**src/rtl/id_hazard_ctrl.sv**
```systemverilog
// id_hazard_ctrl: ID-stage forwarding select and stall sequencer for NUM_SRC operands.
// Optional stall-cycle counter is built when ID_HAZARD_PERF_EN is defined.
module id_hazard_ctrl #(
   parameter int ADDR_W      = 5,
   parameter int NUM_SRC     = 2,
   parameter int EX_FWD      = 1,
   parameter int STALL_LD_EX = 2
) (
   input  logic                      clk,
   input  logic                      rst_n,
   input  logic                      i_valid_d,
   input  logic [NUM_SRC*ADDR_W-1:0] i_src_addr_d,
   input  logic [NUM_SRC-1:0]        i_src_use_d,
   input  logic                      i_flush_d,
   input  logic                      i_reg_write_e,
   input  logic                      i_mem_to_reg_e,
   input  logic [ADDR_W-1:0]         i_write_reg_addr_e,
   input  logic                      i_reg_write_m,
   input  logic                      i_mem_to_reg_m,
   input  logic [ADDR_W-1:0]         i_write_reg_addr_m,
   input  logic                      i_perf_clr,
   output logic [2*NUM_SRC-1:0]      o_fw_sel,
   output logic                      o_stall_f,
   output logic                      o_stall_d,
   output logic                      o_flush_e,
   output logic [31:0]               o_stall_cycles
);
   localparam logic       IDLE   = 1'b0;
   localparam logic       HOLD   = 1'b1;
   localparam bit         FWD_EX = EX_FWD != 0;
   localparam logic [1:0] LD_EX  = 2'(STALL_LD_EX);
   localparam logic [1:0] ALU_EX = FWD_EX ? 2'd0 : 2'd1;

   logic              r_state;
   logic [1:0]        r_stall_left;
   logic [ADDR_W-1:0] w_addr;
   logic              w_me;
   logic              w_mm;
   logic [1:0]        w_req;
   logic [1:0]        w_need;
   logic              w_detect;
   logic              w_stall;

   // an operand that needs a stall never forwards, so its select stays 00
   always_comb begin
      w_need   = '0;
      o_fw_sel = '0;
      w_addr   = '0;
      w_me     = 1'b0;
      w_mm     = 1'b0;
      w_req    = '0;
      for (int i = 0; i < NUM_SRC; i++) begin
         w_addr = i_src_addr_d[i*ADDR_W +: ADDR_W];
         w_me   = i_src_use_d[i] && i_reg_write_e && (i_write_reg_addr_e != '0) && (i_write_reg_addr_e == w_addr);
         w_mm   = i_src_use_d[i] && i_reg_write_m && (i_write_reg_addr_m != '0) && (i_write_reg_addr_m == w_addr);
         w_req  = w_me ? (i_mem_to_reg_e ? LD_EX : ALU_EX) : (w_mm && i_mem_to_reg_m) ? 2'd1 : 2'd0;
         o_fw_sel[2*i +: 2] = (w_me && !i_mem_to_reg_e && FWD_EX) ? 2'b10 :
                              (!w_me && w_mm && !i_mem_to_reg_m) ? 2'b01 : 2'b00;
         if (w_req > w_need) w_need = w_req;
      end
   end

   assign w_detect  = (r_state == IDLE) && i_valid_d && !i_flush_d && (w_need != 2'd0);
   assign w_stall   = rst_n && !i_flush_d && ((r_state == HOLD) || w_detect);
   assign o_stall_f = w_stall;
   assign o_stall_d = w_stall;
   assign o_flush_e = w_stall;

   // HOLD ignores the hazard inputs; IDLE re-evaluates once the hold expires
   always_ff @(posedge clk or negedge rst_n) begin
      if (!rst_n) begin
         r_state      <= IDLE;
         r_stall_left <= '0;
      end else if (i_flush_d) begin
         r_state      <= IDLE;
         r_stall_left <= '0;
      end else if (r_state == HOLD) begin
         r_stall_left <= r_stall_left - 2'd1;
         r_state      <= (r_stall_left == 2'd1) ? IDLE : HOLD;
      end else if (w_detect) begin
         r_stall_left <= w_need - 2'd1;
         r_state      <= (w_need > 2'd1) ? HOLD : IDLE;
      end
   end

`ifdef ID_HAZARD_PERF_EN
   logic [31:0] r_stall_cycles;
   always_ff @(posedge clk or negedge rst_n) begin
      if (!rst_n)
         r_stall_cycles <= '0;
      else if (i_perf_clr)
         r_stall_cycles <= '0;
      else if (w_stall && (r_stall_cycles != 32'hFFFF_FFFF))
         r_stall_cycles <= r_stall_cycles + 32'd1;
   end
   assign o_stall_cycles = r_stall_cycles;
`else
   logic w_unused_perf;
   assign w_unused_perf  = i_perf_clr;
   assign o_stall_cycles = '0;
`endif
endmodule

```
**config.mk**
```make
export PLATFORM = sky130hd
export DESIGN_NAME = id_hazard_ctrl
export DESIGN_NICKNAME = d
export VERILOG_FILES = /design/src/rtl/id_hazard_ctrl.sv
export SDC_FILE = /design/constraint.sdc
export NUM_CORES = 1
export LEC_CHECK = 0
export CAP_MARGIN = 20
export CELL_PAD_IN_SITES_DETAIL_PLACEMENT = 1
export CELL_PAD_IN_SITES_GLOBAL_PLACEMENT = 2
export CORE_AREA = 2 2 78 80
export DETAILED_ROUTE_END_ITERATION = 8
export DIE_AREA = 0 0 80 82
export GPL_ROUTABILITY_DRIVEN = 0
export PLACE_DENSITY_LB_ADDON = 0.1
export SYNTH_ARGS = -nofsm -noshare
export SYNTH_HDL_FRONTEND = slang
export SYNTH_SLANG_ARGS = --single-unit
```
**constraint.sdc**
```tcl
create_clock -name clk -period 6.4 [get_ports clk]
set_input_delay 1.28 -clock clk [delete_from_list [all_inputs] [get_ports clk]]
set_output_delay 1.28 -clock clk [all_outputs]
set_load 0.02 [all_outputs]
```
==> flow_summary.toml <==
[clock_network]
cts_tree = "done"
cts_buffer_depth = 2
cts.sinks = 3
clk_root_buffer_cell = "clkbuf_8"
clk_pin_slew_worst_paths_ns = 0.03
cts_buffers = 3
cts_max_level = 1
clk_latency_ns = 0.22

[worst_setup_path]
path_cells = "clkdlybuf4s50_1 > or4_4 > o21ai_4 > nor3_2 > or4_4 > or2_1 > ha_1 > nand2_1 > o21ai_1 > or4_4 > o21a_1 > ha_2 > nor2b_4 > nor2_2 > nor3b_2 > buf_4 > buf_6"
cp_common_cell = "or4_4"
path_max_fanout = 3
critPathRequiredTime_ns = 5.12
critPathTopFamily = "simple AND/OR/NAND/NOR gates"
crit_type = "in2out"
cp_slowest_stage_delay_ns = 0.50
crit_path_start_kind = "primary input"
crit_arrival_ns = 4.96
crit_buf_inv = 3
cp-end-kind = "primary output"
slowest_stage = "or4_4"

[synth]
synth_cell_type_count = 30
postSynthAreaPerCell_sq_um = 7.624
syn_area_sq_um = 899.6
synth_top_area_share_pct = 28.37
synth_area_leaders = "buf_4 (28%), xnor2_1 (16%), dfrtp_1 (8.3%), ha_1 (8.3%), xor2_1 (3.9%)"
ys_warn_count = 0
synth_cells = 118
yosys.area.top_type = "buf_4"
seq_area_frac_synth_pct = 8.345
ys_ff_latch = 3

[final_layout]
design_area_sq_um = 1530
layout-drive-gt1-share_pct = 25.67
multi_input_area_sq_um = 691.9
register_area_sq_um = 75.07
mostFrequentLayoutCells = "conb_1 (32), buf_4 (32), clkdlybuf4s50_1 (31)"
antenna_cells = 0
fillers = 711
fin_cells = 262
final_nets = 225
synthToLayoutAreaGrowth_pct = 70.10

[drt]
detail-route-antenna-nets = 0
vias = 941
drcViolationCount = 0
drt-total-wl_mm = 2.773
detail_route.first_pass.iterations = 2
drt_iter0_drc = 6
wl_per_cell_um = 10.58
avgViaCountPerCell = 3.592

[timing]
fin_crit_ns = 6.244
setup-violations-final = 0
hold_viol = 0
tns_ns = 0
skew_ns = 0.001396
rsz0062_at_grt = "false"
timing.fmax_mhz = 160.2
final.period_utilization_pct = 97.56
slew_viol_final = 0

[placement]
dpl.hpwl_mm = 2.608
numPlacedInstances = 257
port_buffers = 36
dpl_cell_area_sq_um = 1448

[pwr]
power_uw = 149.7
leakage_uw = 0.0006596
power.switching_uw = 51.26
power.density_nw_per_um2 = 97.81
sw_frac_of_total_pct = 34.25
power_frac_clock_pct = 37.0
p_comb_share_pct = 50.1
p_int_uw = 98.41
sequentialPowerShare_pct = 12.9
vdd.ir_drop.worst_mv = 0.06189

[worst_hold_path]
hold_path_class = "reg2reg"

[global_routing]
first_global_vias = 1056
grtUsageTotal_pct = 8.546
antenna_found_initial = 0
grt_max_degree = 9
grt_pass1_wl_mm = 4.443
grt-ovfl-total = 0

[floorplanning]
die-area_sq_um = 6560
die_h_um = 82
initial_core_util_pct = 15.66
die_w_um = 80
core_area_sq_um = 5746
fp-row-count = 28
io-pin-count = 70

[job]
cap_violations = 0

[status]
outcome = "finished, final reports clean"
sequential cells by signal, indices dropped and copies added (netlist names):
signal	cells
r_stall_left	2
r_state	1
power by group through the flow:
stage | Clock (uW) | Sequential (uW) | Combinational [uW]
2_1_floorplan | 0 | 19.5 | 48.6
3_3_place_gp | 0 | 19.5 | 73.8
3_5_place_dp | 0 | 19.5 | 74.9
4_1_cts | 56.0 | 19.3 | 75.4
5_1_grt | 58.8 | 19.3 | 81.8
6_report | 55.3 | 19.3 | 75.0
worst paths after layout:
kind                                        from              end  slack, ns  cells past startpoint
hold / removal                   r_stall_left[0]  r_stall_left[0]       0.63                      2
setup reg to reg                 r_stall_left[0]  r_stall_left[1]       5.38                      3
hold reg to reg                  r_stall_left[0]  r_stall_left[0]       0.63                      2
setup / recovery           i_write_reg_addr_e[3]        o_stall_d       0.16                     17
max in group asynchronous                  rst_n  r_stall_left[0]       4.98                      1
min in group asynchronous                  rst_n          r_state       1.26                      1
what timing repair did:
action	CTS	global route
pin swaps	7	2
hold buffers	0	0
setup endpoints to repair	3	3
setup buffers	1	0
gates resized for setup	23	4
endpoints found under the hold margin	0	0
logic make-up after synthesis:
logic type / share of synthesized area [%]
XOR/XNOR: 19.47
adder cells (fa/ha/maj): 8.345
buffers and inverters: 30.04
AO/OA/AOI/OAI: 8.068
flip-flops: 8.345
other: 0.4168
AND/OR/NAND/NOR: 25.31
through the flow:
stage               hold slack (ns)  util (%)  setup WS [ns]
detailed placement           0.6207     25.20        -0.6341
CTS                          0.6454     26.39        0.02441
global placement             0.5990     25.20        -0.5998
global route                 0.6724     26.63        0.01245
floorplan                    0.5424         -        0.02068
finish                       0.6264     26.63         0.1558
routing by layer:
layer	vias to the layer above	track usage [%]	routed length, um
li1	467	-	-
met1	432	8.871	1006
met2	40	17.92	1609
met3	2	0.9890	142
met4	0	2.034	14
met5	-	0	0
worst min-delay path, cell delays in order, from the launching register on:
cell	delay, ns
dfrtp_1	0.40
nand3b_1	0.10
a31oi_1	0.07
synth_stat cells:
cell,instances
nor3_1,2
o21ai_4,1
dfrtp_1,3
o21a_1,1
conb_1,1
or3_1,2
or2_1,1
nand3_1,2
o211ai_1,2
nand3b_1,1
nor2_1,8
nor4_1,3
buf_4,34
xnor2_1,16
a211oi_1,1
o21ai_0,2
nor3b_1,1
inv_1,4
nand4_1,3
ha_1,6
or4_1,2
a21oi_1,2
a31oi_1,1
nor3_2,1
xor2_1,4
nand2b_1,2
or4_4,2
nor2b_1,2
nand2_1,7
and2_2,1
layout make-up:
| class | count | area share [%] |
|---|---|---|
| well taps | 75 | 6.132 |
| flip-flops and latches | 3 | 4.906 |
| inverters | 4 | 0.9812 |
| multi-input cells | 108 | 45.22 |
| clock buffers | 4 | 2.944 |
| repair buffers | 68 | 39.82 |
Note: power is estimated with default switching activity, not from simulation.
